<file path="src/rtl/hamming_encoder_stream.sv">
// Registered SEC-DED Hamming(13,8) encoder with a 2-entry output buffer and a delivered-word counter.
// Optional one-shot codeword fault injection is enabled by defining ECC_FAULT_INJ_EN.
module hamming_encoder_stream #(
  parameter int COUNT_W = 16
) (
  input  logic               clk,
  input  logic               rst,
  input  logic               s_valid,
  output logic               s_ready,
  input  logic [7:0]         s_data,
  output logic               m_valid,
  input  logic               m_ready,
  output logic [12:0]        m_code,
  output logic [COUNT_W-1:0] words_sent
`ifdef ECC_FAULT_INJ_EN
  ,
  input  logic               inj_arm,
  input  logic [12:0]        inj_mask
`endif
);

  logic [1:0]         count_q, count_d;
  logic [12:0]        head_q, head_d;
  logic [12:0]        tail_q, tail_d;
  logic [COUNT_W-1:0] words_q, words_d;
  logic               push, pop;
  logic [12:0]        fault_mask;
  logic [12:0]        enc_code;

  function automatic logic [12:0] encode(input logic [7:0] d);
    logic [12:0] c;
    c      = '0;
    c[3]   = d[0];
    c[5]   = d[1];
    c[6]   = d[2];
    c[7]   = d[3];
    c[9]   = d[4];
    c[10]  = d[5];
    c[11]  = d[6];
    c[12]  = d[7];
    c[1]   = d[0] ^ d[1] ^ d[3] ^ d[4] ^ d[6];
    c[2]   = d[0] ^ d[2] ^ d[3] ^ d[5] ^ d[6];
    c[4]   = d[1] ^ d[2] ^ d[3] ^ d[7];
    c[8]   = d[4] ^ d[5] ^ d[6] ^ d[7];
    c[0]   = ^c[12:1];
    return c;
  endfunction

  // Handshake outputs depend only on the occupancy register, never on m_ready.
  assign s_ready    = (count_q < 2'd2);
  assign m_valid    = (count_q != 2'd0);
  assign m_code     = head_q;
  assign words_sent = words_q;

  assign push = s_valid && s_ready;
  assign pop  = m_valid && m_ready;

`ifdef ECC_FAULT_INJ_EN
  logic        arm_q, arm_d;
  logic [12:0] mask_q, mask_d;
  logic        arm_eff;

  // An arm in the same cycle as a push corrupts that push.
  always_comb begin
    arm_eff    = arm_q || inj_arm;
    mask_d     = inj_arm ? inj_mask : mask_q;
    fault_mask = arm_eff ? mask_d : 13'h0000;
    arm_d      = push ? 1'b0 : arm_eff;
  end

  always_ff @(posedge clk) begin
    if (rst) begin
      arm_q  <= 1'b0;
      mask_q <= 13'h0000;
    end else begin
      arm_q  <= arm_d;
      mask_q <= mask_d;
    end
  end
`else
  assign fault_mask = 13'h0000;
`endif

  assign enc_code = encode(s_data) ^ fault_mask;

  always_comb begin
    count_d = count_q;
    head_d  = head_q;
    tail_d  = tail_q;
    words_d = pop ? words_q + COUNT_W'(1) : words_q;
    case (count_q)
      2'd0: begin
        if (push) begin
          head_d  = enc_code;
          count_d = 2'd1;
        end
      end
      2'd1: begin
        if (push && pop) begin
          head_d = enc_code;
        end else if (push) begin
          tail_d  = enc_code;
          count_d = 2'd2;
        end else if (pop) begin
          count_d = 2'd0;
        end
      end
      2'd2: begin
        if (pop) begin
          head_d  = tail_q;
          count_d = 2'd1;
        end
      end
      default: count_d = 2'd0;
    endcase
  end

  always_ff @(posedge clk) begin
    if (rst) begin
      count_q <= 2'd0;
      head_q  <= 13'h0000;
      tail_q  <= 13'h0000;
      words_q <= '0;
    end else begin
      count_q <= count_d;
      head_q  <= head_d;
      tail_q  <= tail_d;
      words_q <= words_d;
    end
  end

endmodule
</file>
<file path="config.mk">
export PLATFORM = sky130hd
export DESIGN_NAME = hamming_encoder_stream
export DESIGN_NICKNAME = d
export VERILOG_FILES = /design/src/rtl/hamming_encoder_stream.sv
export SDC_FILE = /design/constraint.sdc
export NUM_CORES = 1
export LEC_CHECK = 0
export ABC_AREA = 1
export BUFFER_PORTS_ARGS = -buffer_cell sky130_fd_sc_hd__clkbuf_2
export CELL_PAD_IN_SITES_DETAIL_PLACEMENT = 1
export CELL_PAD_IN_SITES_GLOBAL_PLACEMENT = 1
export CORE_MARGIN = 5
export CORE_UTILIZATION = 38
export DETAILED_ROUTE_END_ITERATION = 7
export GPL_TIMING_DRIVEN = 0
export PLACE_DENSITY_LB_ADDON = 0.1
export SYNTH_ARGS = -nofsm -noshare
export SYNTH_HDL_FRONTEND = slang
export SYNTH_SLANG_ARGS = --single-unit
</file>
<file path="constraint.sdc">
create_clock -name clk -period 1.7 [get_ports clk]
set_input_delay 0.085 -clock clk [delete_from_list [all_inputs] [get_ports clk]]
set_output_delay 0.085 -clock clk [all_outputs]
set_load 0.005 [all_outputs]
</file>
# --- Word-level counts from Yosys, hierarchy flattened ---
# Index checks and enable logic that the tools add are counted.
totals:
  output_inout_bits: 31
  in_bits: 12
  regBits: 44
op_classes:
  add_sub_neg: 1
  n_mux: 10
  bitwise_logic: 15
  n_reduce_logical: 10
  magnitude_cmp: 1
  n_eq_ne: 7
op_table:
  columns: ["cell", "count"]
  rows:
  - ["$mux 13", 3]
  - ["$pmux 13 s3", 1]
  - ["$add 16x1->16 const B", 1]
  - ["$xor 1x1->1", 14]
  - ["$reduce_xor 12->1", 1]
  - ["$mux 2", 5]
  - ["$ne 2x2->1 const B", 4]
  - ["$reduce_and 4->1", 2]
  - ["$pmux 2 s3", 1]
  - ["$logic_and 1x1->1", 3]
  - ["$ne 3x3->1 const B", 1]
  - ["$reduce_and 3->1", 1]
  - ["$reduce_bool 3->1", 1]
  - ["$eq 2x1->1 const B", 1]
  - ["$eq 2x2->1 const B", 1]
  - ["$logic_not 2->1", 1]
  - ["$lt 2x2->1 const B", 1]
  - ["$reduce_bool 2->1", 1]
  - ["$not 1->1", 1]

# --- Longest topological paths before layout ---
logic_depth:
  word_depth: 7
  mapped_depth: 10
  mapped_depth_nobuf: 10

# --- Worst setup path after synthesis ---
# No wires, ideal clock.
synth_timing:
  path_type: "register -> register"
  startpoint: "register words_q[1] (netlist: words_sent[1])"
  endpoint: "register words_q[12] (netlist: words_sent[12])"
  arrival_time_ns: 1.358
  required_ns: 1.584
  path_stages_with_launch: 9
  path_slack_ns: 0.226
  synth_period_minus_slack_ns: 1.474
  path_cell_list: "dfxtp_1 > ha_1 > inv_1 > nor2_1 > nand4_2 > nor2_4 > nand3_1 > o21ai_0 > nor2_1"
synth_via:
  elab_chain_cells: 1
synth_rtl:
  columns: ["item", "line", "text"]
  rows:
  - ["start, declared", "25", "logic [COUNT_W-1:0] words_q, words_d;"]
  - ["start signal, assigned", "128", "words_q <= words_d;"]
  - ["$add 16x1->16", "90", "words_d = pop ? words_q + COUNT_W'(1) : words_q;"]
# Every way passes these cells.
# A chain may end at the register's enable or synchronous reset.

# --- Final worst setup path ---
layout_timing:
  startpoint: "register count_q[0]"
  endpoint: "register head_q[7] (netlist: m_code[7])"
layout_via:
  elab_chain_cells: 5
  word_cells_on_any_way: 14
  cone_classes: "order compare: 1; eq/ne: 5; mux: 1; reduce/logical: 7"
layout_rtl:
  columns: ["item", "line", "text"]
  rows:
  - ["start, declared", "22", "logic [1:0] count_q, count_d;"]
  - ["start signal, assigned", "125", "count_q <= count_d;"]
  - ["$lt 2x2->1 or $reduce_bool 2->1 (tied branches)", "50, 51", null]
  - ["$logic_and 1x1->1 (on tied branches)", "55, 56", null]
  - ["$logic_and 1x1->1", "99", "if (push && pop) begin"]
  - ["$ne 2x2->1 (no source line)", null, null]
  - ["$reduce_and 4->1 (no source line)", null, null]
  - ["end signal, assigned", "121", "head_q <= 13'h0000;"]
  - ["end signal, assigned", "126", "head_q <= head_d;"]
  - ["end, declared", "23", "logic [12:0] head_q, head_d;"]
# Parallel ways exist; a longest one is shown, timed or not.

==> impl_metrics.ini <==
[timing]
setup_viol = 0
skew_ps = 6.01
fmax_mhz = 613
tightest_slew_ps = 517
rsz0062_at_grt = yes
slew_violations = 0
worst_slack_ps = 67.7
finalCritPeriodShare_pct = 96.0
tns_ps = 0
fin_crit_ps = 1630
slew_headroom_pct = 65.5
finalHoldViolCount = 0

[synthesis]
synth.largest_area_cell = dfxtp_1
yosys_warnings = 0
synth-edff-count = 0
synth_area_leaders = dfxtp_1, nand2_1, o21ai_0
syn_inst = 305
synthArstFlopShare_pct = 0
yosysTopAreaCellShare_pct = 40.8
yosys.cell_types.count = 34
synth-seq-area-share_pct = 40.8
yosys.cell_count.top_type = nand2_1
syn_area_per_cell_um2 = 7.07
ys_seq_elements = 44
synth.net_count = 318
synth_top_cells_by_count = nand2_1, dfxtp_1, o21ai_0, nor2_1, inv_1
ys.flop_type = dfxtp_1
netlist_area_um2 = 2160

[placement]
place.gp.congestion = 0.786
placed_cells = 417
dp_hpwl_um = 4550
io_buffers = 40
post-place-ws_ps = -64.9
dpl-instance-area_um2 = 2450

[clocking]
cts_buffer_depth = 2
cts-buffers-inserted = 5
root_buffer = clkbuf_8
clk_latency_ps = 300
cts_tree = built
clk_pin_slew_worst_paths_ps = 80
htreeDepth = 2
cts.sinks = 44

[pwr]
pwr-share-seq_pct = 50.9
p_clk_share_pct = 30.8
p_per_area_nw_per_um2 = 872
power_frac_comb_pct = 18.3
switchingPower_mw = 0.655
swShare_pct = 29.2
worst_ir_drop_vdd_uv = 373
power.leakage_nw = 1.19
power.internal_mw = 1.59

[global_routing]
first_global_vias = 2167
track_usage_pct = 17.3
grtUsageMet2_pct = 28.8
use_met3_pct = 3.40
grt_pass1_wl_um = 10200
grt-ovfl-total = 0
met1_usage_pct = 22.8
grt_busiest_layer = met2
grt_max_degree = 13
grt_antenna_before_repair = 0

[cells_and_area]
layout.nets = 366
layoutNonFillerInstCount = 426
syn2layout_area_growth_pct = 19.1
stdcell_area_um2 = 2570
num_antenna_cells = 0
drive_above_1_share_pct = 19.8

[routing]
drc = 0
postRouteAntennaNets = 0
drt-total-wl_um = 5990
num_vias = 2154
routedWlPerCell_um = 14.1
drt_pass1_iterations = 4
avgViaCountPerCell = 5.06
drt_iter0_markers = 68

[setup_path]
crit_required_ps = 1890
worst_setup_path_start_kind = flip-flop
worst_ep_arrival_time_ps = 1830
worstReg2RegEnd = m_code[7]
r2r_slack_ps = 70
endpoint_kind = flip-flop
startpoint = count_q[0]
rr_worst_depth = 7
criticalPathCategory = flip-flop to flip-flop
crit_end = m_code[7]
path_max_fanout = 10
r2r-start = count_q[0]

[die]
die_x_um = 85.3
die_h_um = 85.3
coreArea_um2 = 5510
ioPinCount = 43
die_area_um2 = 7280
num_rows = 27
initial_utilization_pct = 39.2

[status]
status = finished clean

[flow_run]
drv_cap = 0

[worst_hold_path]
hp-class = primary input to flip-flop
cell type report:
cell class	count	area, um^2
inverters	35	131
clock buffers	8	90.1
multi-input cells	217	1110
repair buffers	41	208
flip-flops and latches	44	883
well taps	72	90.1
plain buffers	9	51.3
fillers	756	2940
routing by layer:
| metal | vias to the layer above | share of wire, % |
|---|---|---|
| met5 | - | 0 |
| met4 | 0 | 0.92 |
| met3 | 6 | 4.1 |
| met2 | 36 | 47 |
| met1 | 1018 | 48 |
| li1 | 1094 | - |
cell families (layout without fill, tap and decap cells):
group | count (synthesis) | after routing | share of synthesized area (%)
AND/OR/NAND/NOR | 132 | 132 | 27.8
AO/OA/AOI/OAI | 77 | 77 | 19.4
flip-flops | 44 | 44 | 40.8
buffers and inverters | 44 | 93 | 8.47
XOR/XNOR | 7 | 7 | 2.84
adder cells (fa/ha/maj) | 1 | 1 | 0.580
what timing repair did:
action / 4_1_cts / 5_1_grt
gates resized for setup: 2 / 5
pin swaps: 0 / 1
hold buffers: 0 / 0
setup buffers: 0 / 1
setup endpoints to repair: 2 / 9
through the flow:
stage	utilization, %	hold slack (ps)	power, mW
final	46.6	104	2.24
after global routing	46.6	119	2.39
after CTS	46.1	97.5	2.26
after detailed placement	44.4	416	1.57
after global placement	44.4	418	1.56
after floorplan	-	234	1.42
worst min-delay path by stage:
stage / start / endpoint / slack (ps) / cells after the start
floorplan: s_data[0] / tail_q[3] / 230 / 2
global placement: s_data[0] / tail_q[3] / 420 / 3
detailed placement: s_data[0] / tail_q[3] / 420 / 3
CTS: s_data[0] / tail_q[3] / 100 / 3
global route: s_data[0] / tail_q[3] / 120 / 3
finish: s_data[0] / tail_q[3] / 100 / 3
power by group through the flow:
stage	clock network, mW	logic [mW]	registers, mW
CTS	0.709	0.415	1.14
floorplan	0	0.253	1.16
detailed placement	0	0.410	1.16
finish	0.691	0.409	1.14
global placement	0	0.402	1.16
global route	0.769	0.466	1.15
worst max-delay path, cell delays in order, from the launching register on:
cell	delay, ps
dfxtp_1	400
inv_2	80
nor2_1	100
nand2_1	130
o22ai_2	410
buf_6	220
nand3_1	80
o211a_1	110
cell usage in the layout, fill, tap and decap left out, types with 3 or more instances in the layout:
master	n
inv_2	4
nor2_1	32
o21ai_0	38
clkbuf_8	6
clkbuf_1	7
nor2_4	6
nand2_1	63
xnor2_1	3
dfxtp_1	42
nand3_1	20
o211a_1	3
clkbuf_2	41
inv_1	30
a21oi_1	29
xor2_1	4
sequential cells by signal, indices dropped and copies added (netlist names):
register / count
words_sent: 16
m_code: 13
tail_q: 13
count_q: 2
Note: power is estimated with default switching activity, not from simulation.
